## config.mk

```make
export PLATFORM = sky130hd
export DESIGN_NAME = ternary_fetch_unit
export DESIGN_NICKNAME = d
export VERILOG_FILES = /design/src/rtl/ternary_fetch_unit.sv
export SDC_FILE = /design/constraint.sdc
export NUM_CORES = 1
export LEC_CHECK = 0
export ABC_CLOCK_PERIOD_IN_PS = 2500
export CAP_MARGIN = 20
export CORE_ASPECT_RATIO = 1.4
export CORE_MARGIN = 1
export CORE_UTILIZATION = 45
export DETAILED_ROUTE_END_ITERATION = 7
export DONT_BUFFER_PORTS = 1
export PLACE_DENSITY = 0.63
export RECOVER_POWER = 50
export SKIP_CTS_REPAIR_TIMING = 1
export SYNTH_ARGS = -nofsm -noshare
export SYNTH_HDL_FRONTEND = slang
export SYNTH_SLANG_ARGS = --single-unit
```

## constraint.sdc

```tcl
create_clock -name clk -period 2.5 [get_ports clk]
set_clock_uncertainty 0.2 [all_clocks]
set_input_delay 0.375 -clock clk [delete_from_list [all_inputs] [get_ports clk]]
set_output_delay 0.375 -clock clk [all_outputs]
set_load 0.03 [all_outputs]
```

## src/rtl/ternary_fetch_unit.sv

```systemverilog
// Bytecode fetch/issue stage for ternary_processor: reads PUSH/ADD/MUL/HALT/NOP from a
// synchronous program memory and blocks stack overflow, underflow and PC wrap before issue.
module ternary_fetch_unit #(
  parameter int         AW          = 8,
  parameter int         STACK_DEPTH = 16,
  parameter logic [7:0] IDLE_CODE   = 8'hFF
) (
  input  logic          clk,
  input  logic          rst_n,
  input  logic          start,
  input  logic [AW-1:0] start_addr,
  output logic          mem_rd,
  output logic [AW-1:0] mem_addr,
  input  logic [7:0]    mem_rdata,
  output logic          issue_valid,
  input  logic          issue_ready,
  output logic [7:0]    instr_out,
  output logic [7:0]    operand_out,
  output logic          busy,
  output logic          done,
  output logic          fault,
  output logic [1:0]    fault_code,
  output logic [4:0]    depth,
  output logic [AW-1:0] pc
);

  localparam logic [2:0] S_IDLE      = 3'd0;
  localparam logic [2:0] S_FETCH_OP  = 3'd1;
  localparam logic [2:0] S_WAIT_OP   = 3'd2;
  localparam logic [2:0] S_FETCH_ARG = 3'd3;
  localparam logic [2:0] S_WAIT_ARG  = 3'd4;
  localparam logic [2:0] S_ISSUE     = 3'd5;
  localparam logic [2:0] S_DONE      = 3'd6;
  localparam logic [2:0] S_FAULT     = 3'd7;

  localparam logic [7:0] OP_PUSH = 8'd0;
  localparam logic [7:0] OP_ADD  = 8'd1;
  localparam logic [7:0] OP_MUL  = 8'd2;
  localparam logic [7:0] OP_HALT = 8'd5;

  localparam logic [1:0] FC_NONE = 2'd0;
  localparam logic [1:0] FC_OVF  = 2'd1;
  localparam logic [1:0] FC_UNF  = 2'd2;
  localparam logic [1:0] FC_WRAP = 2'd3;

  localparam logic [4:0] DEPTH_MAX = 5'(STACK_DEPTH);

  logic [2:0]    state_q, state_d;
  logic [AW-1:0] pc_q, pc_d;
  logic          wrap_q, wrap_d;
  logic [4:0]    depth_q, depth_d;
  logic [1:0]    fcode_q, fcode_d;
  logic [7:0]    instr_q, instr_d;
  logic [7:0]    operand_q, operand_d;
  logic [AW:0]   pc_inc;

  // Extra MSB captures the carry out of the PC so a wrap can be remembered.
  assign pc_inc = {1'b0, pc_q} + {{AW{1'b0}}, 1'b1};

  always_comb begin
    state_d   = state_q;
    pc_d      = pc_q;
    wrap_d    = wrap_q;
    depth_d   = depth_q;
    fcode_d   = fcode_q;
    instr_d   = instr_q;
    operand_d = operand_q;
    case (state_q)
      S_IDLE, S_DONE, S_FAULT: begin
        if (start) begin
          state_d = S_FETCH_OP;
          pc_d    = start_addr;
          wrap_d  = 1'b0;
          depth_d = 5'd0;
          fcode_d = FC_NONE;
        end
      end
      S_FETCH_OP: begin
        if (wrap_q) begin
          state_d = S_FAULT;
          fcode_d = FC_WRAP;
        end else begin
          state_d = S_WAIT_OP;
        end
      end
      S_WAIT_OP: begin
        instr_d   = mem_rdata;
        operand_d = 8'h00;
        pc_d      = pc_inc[AW-1:0];
        wrap_d    = wrap_q | pc_inc[AW];
        if (mem_rdata == OP_PUSH) begin
          if (depth_q == DEPTH_MAX) begin
            state_d = S_FAULT;
            fcode_d = FC_OVF;
          end else begin
            state_d = S_FETCH_ARG;
          end
        end else if (mem_rdata == OP_ADD || mem_rdata == OP_MUL) begin
          if (depth_q < 5'd2) begin
            state_d = S_FAULT;
            fcode_d = FC_UNF;
          end else begin
            state_d = S_ISSUE;
          end
        end else begin
          state_d = S_ISSUE;
        end
      end
      S_FETCH_ARG: begin
        if (wrap_q) begin
          state_d = S_FAULT;
          fcode_d = FC_WRAP;
        end else begin
          state_d = S_WAIT_ARG;
        end
      end
      S_WAIT_ARG: begin
        operand_d = mem_rdata;
        pc_d      = pc_inc[AW-1:0];
        wrap_d    = wrap_q | pc_inc[AW];
        state_d   = S_ISSUE;
      end
      S_ISSUE: begin
        // Depth only moves on the accepting handshake, so a stall never double-counts.
        if (issue_ready) begin
          if (instr_q == OP_PUSH) begin
            depth_d = depth_q + 5'd1;
          end else if (instr_q == OP_ADD || instr_q == OP_MUL) begin
            depth_d = depth_q - 5'd1;
          end
          state_d = (instr_q == OP_HALT) ? S_DONE : S_FETCH_OP;
        end
      end
      default: state_d = S_IDLE;
    endcase
  end

  always_ff @(posedge clk or negedge rst_n) begin
    if (!rst_n) begin
      state_q <= S_IDLE;
      pc_q    <= '0;
      wrap_q  <= 1'b0;
      depth_q <= 5'd0;
      fcode_q <= FC_NONE;
    end else begin
      state_q <= state_d;
      pc_q    <= pc_d;
      wrap_q  <= wrap_d;
      depth_q <= depth_d;
      fcode_q <= fcode_d;
    end
  end

  // Instruction/operand payload is masked by issue_valid at the outputs, so it needs no reset.
  always_ff @(posedge clk) begin
    instr_q   <= instr_d;
    operand_q <= operand_d;
  end

  assign issue_valid = (state_q == S_ISSUE);
  assign instr_out   = issue_valid ? instr_q : IDLE_CODE;
  assign operand_out = issue_valid ? operand_q : 8'h00;
  assign mem_rd      = (state_q == S_FETCH_OP || state_q == S_FETCH_ARG) && !wrap_q;
  assign mem_addr    = pc_q;
  assign busy        = !(state_q == S_IDLE || state_q == S_DONE || state_q == S_FAULT);
  assign done        = (state_q == S_DONE);
  assign fault       = (state_q == S_FAULT);
  assign fault_code  = fcode_q;
  assign depth       = depth_q;
  assign pc          = pc_q;

endmodule

```

==> out/qor.yml <==
sta:
  hold_viol: 0
  setup_viol: 0
  tns_ns: 0
  clock.fmax_ghz: 0.431
  rsz0062_at_grt: "false"
  slew_viol_final: 0
  period_share_pct: 92.7
  final.setup.worst_slack_ns: 0.181
  maxSlewHeadroom_pct: 36.2
  hold_ws_ns: 0.0535
  worstMarginPinSlew_ns: 0.954
  min_period_ns: 2.32
placed_design:
  pre_cts_slack_ns: 0.0382
  placed_cell_area_mm2: 0.00236
  dp.cells: 299
  place_hpwl_um: 3650
  place.port_buffers: 0
  place.gp.congestion: 0.822
yosys:
  synthFlopType: "dfrtp_1"
  yosys.area.top_type_share_pct: 22.3
  ys_seq_area_share_pct: 44.4
  synth_area_leader_cell: "edfxtp_1"
  ys_top_cells_by_area: "edfxtp_1 22%, dfrtp_1 22%, and2_1 4.9%"
  netlist_area_mm2: 0.00215
  yosys.cell_types.count: 51
  synth.avg_cell_area_um2: 9.56
  syn_nets: 250
  ys_warn_count: 0
  synth_edf_count: 16
  async_flop_share_pct: 54.3
  synth-seq-cells: 35
  synth_cells: 225
grt:
  grt_usage_pct: 21.1
  grt_antenna_before_repair: 0
  grt_max_degree: 20
  grt_pass1_vias: 1751
  grt.overflow.total: 0
  grt_pass1_wl_um: 7980
drt:
  remaining_drc_errors: 0
  drt_iter0_drc: 121
  drtPass1Iterations: 4
  met1_length_um: 1970
  via_per_inst: 5.66
  drt_wl_total_um: 5020
  num_vias: 1789
  wl_met3_um: 352
  top_layer: "met4"
  ant_nets: 0
  wl_met2_um: 2610
  wl_per_cell_um: 15.9
die:
  start_util_pct: 47.0
  io-pin-count: 64
  fp-row-count: 29
  fp.dieW_um: 60.4
  dieArea_mm2: 0.00506
  design.core.area_mm2: 0.00457
  die_h_um: 83.8
setup_path:
  cp-start-kind: "flop"
  critical_path_peak_fanout: 4
  path_class: "reg2reg"
  worstPathArrival_ns: 2.30
  end_kind: "flop"
  worstPathRequired_ns: 2.48
  ff2ff_setup_slack_ns: 0.18
flow_run:
  cap_violations: 0
final_layout:
  nFillCells: 427
  nNetsFinal: 278
  syn_to_final_growth_pct: 18.8
  final-instance-count-excl-fill: 316
  fin_util_pct: 55.9
  diodes: 0
  layout-drive-gt1-share_pct: 16.1
  design_area_mm2: 0.00255
outcome:
  status: "completed"
power_and_ir_drop:
  vdd_drop_max_v: 0.000899
  power_leakage_nw: 0.997
  powerDensity_mw_per_mm2: 1280
  power_mw: 3.28
clock_tree:
  cts_max_path_buffers: 2
  path_clk_slew_ns: 0.08
  cts_max_level: 2
  clock_latency_ns: 0.29
  cts_tree: "built"
  cts_root_buffer: "clkbuf_8"
  cts.sinks: 35
  cts_buffers: 5
hold_path:
  hold_class: "in2reg"
-- sequential cells by signal, indices dropped and copies added, names as in the netlist --
| register | count |
|---|---|
| fault_code | 2 |
| operand_q | 8 |
| wrap_q | 1 |
| state_q | 3 |
| depth | 5 |
| instr_q | 8 |
| mem_addr | 8 |
-- cell usage after synthesis (2+ instances only) --
cell type,instances
dfrtp_1,19
a21oi_1,18
and2_1,17
edfxtp_1,16
nand2_1,14
nand2b_1,14
nor2_1,14
o21ai_0,10
nand3_1,9
buf_4,8
inv_1,7
nor3_1,7
buf_2,6
clkbuf_1,5
a21o_1,4
a31oi_1,4
ha_1,4
a221oi_1,3
and3_1,3
nor2b_1,3
xor2_1,3
and3b_1,2
nand3b_1,2
nor3b_1,2
nor4_1,2
o21a_1,2
o22a_1,2
o22ai_1,2
-- final timing paths --
check	from	endpoint	depth (start not counted)
worst max register to register	instr_q[6]	depth[4]	8
min in group asynchronous	rst_n	mem_addr[3]	1
max in group asynchronous	rst_n	depth[1]	1
worst max-delay path	instr_q[6]	depth[4]	8
worst min register to register	depth[1]	depth[1]	1
worst min-delay path	start	state_q[0]	1
-- where the power goes --
group / switching, mW / internal [mW] / total (mW) / leakage [nW]
clock network: 0.224 / 0.302 / 0.526 / 0.0587
logic: 1.11 / 0.588 / 1.69 / 0.556
registers: 0.254 / 0.803 / 1.06 / 0.382
total: 1.58 / 1.69 / 3.28 / 0.997
-- critical path, stage by stage, from the launching register on --
cell	delay, ns
edfxtp_1	0.42
nor3_2	0.24
nand3_2	0.16
fa_2	0.39
a21o_1	0.19
a21oi_1	0.17
xor2_1	0.10
a21o_1	0.18
a21o_1	0.17
-- area by class of cell --
class                      instances  area (um^2)  area share (%)
multi-input combinational        164         1080            42.2
inverter                           7         26.3            1.03
clock buffer                       5         68.8            2.69
tap                               62         77.6            3.04
clock inverter                     3         47.5            1.86
timing repair buffer              40          302            11.8
sequential                        35          956            37.4
-- layer usage --
metal	GRT usage, %	vias up
met5	0	-
met2	37.5	67
li1	-	861
met1	21.3	851
met4	8.06	0
met3	8.06	10
-- cells in the final DEF (no fill, tap or decap), drive strengths merged, types with 3 or more instances in the layout --
cell	count
nand2b	14
dlygate4sd3	9
a221oi	3
nand2	14
a21oi	19
and3	3
edfxtp	16
a31oi	4
ha	4
xor2	3
nand3	9
a21o	4
and2	17
clkbuf	14
nor2b	3
nor2	14
nor3	8
o21ai	10
inv	8
dfrtp	19
buf	22
-- kinds of logic (layout without fill, tap and decap cells) --
family                     count (synthesis)  count (layout)  synth area share [%]
AOI/OAI and AO/OA                         59              59                  19.3
xor gates and xnor gates                   4               4                  1.63
adders and majority gates                  5               5                  3.26
buffers and inverters                     26              55                  6.28
DFF                                       35              35                  44.4
muxes                                      1               1                 0.465
and+or+nand+nor                           95              95                  24.7
Power figures use the tool's default switching activity.
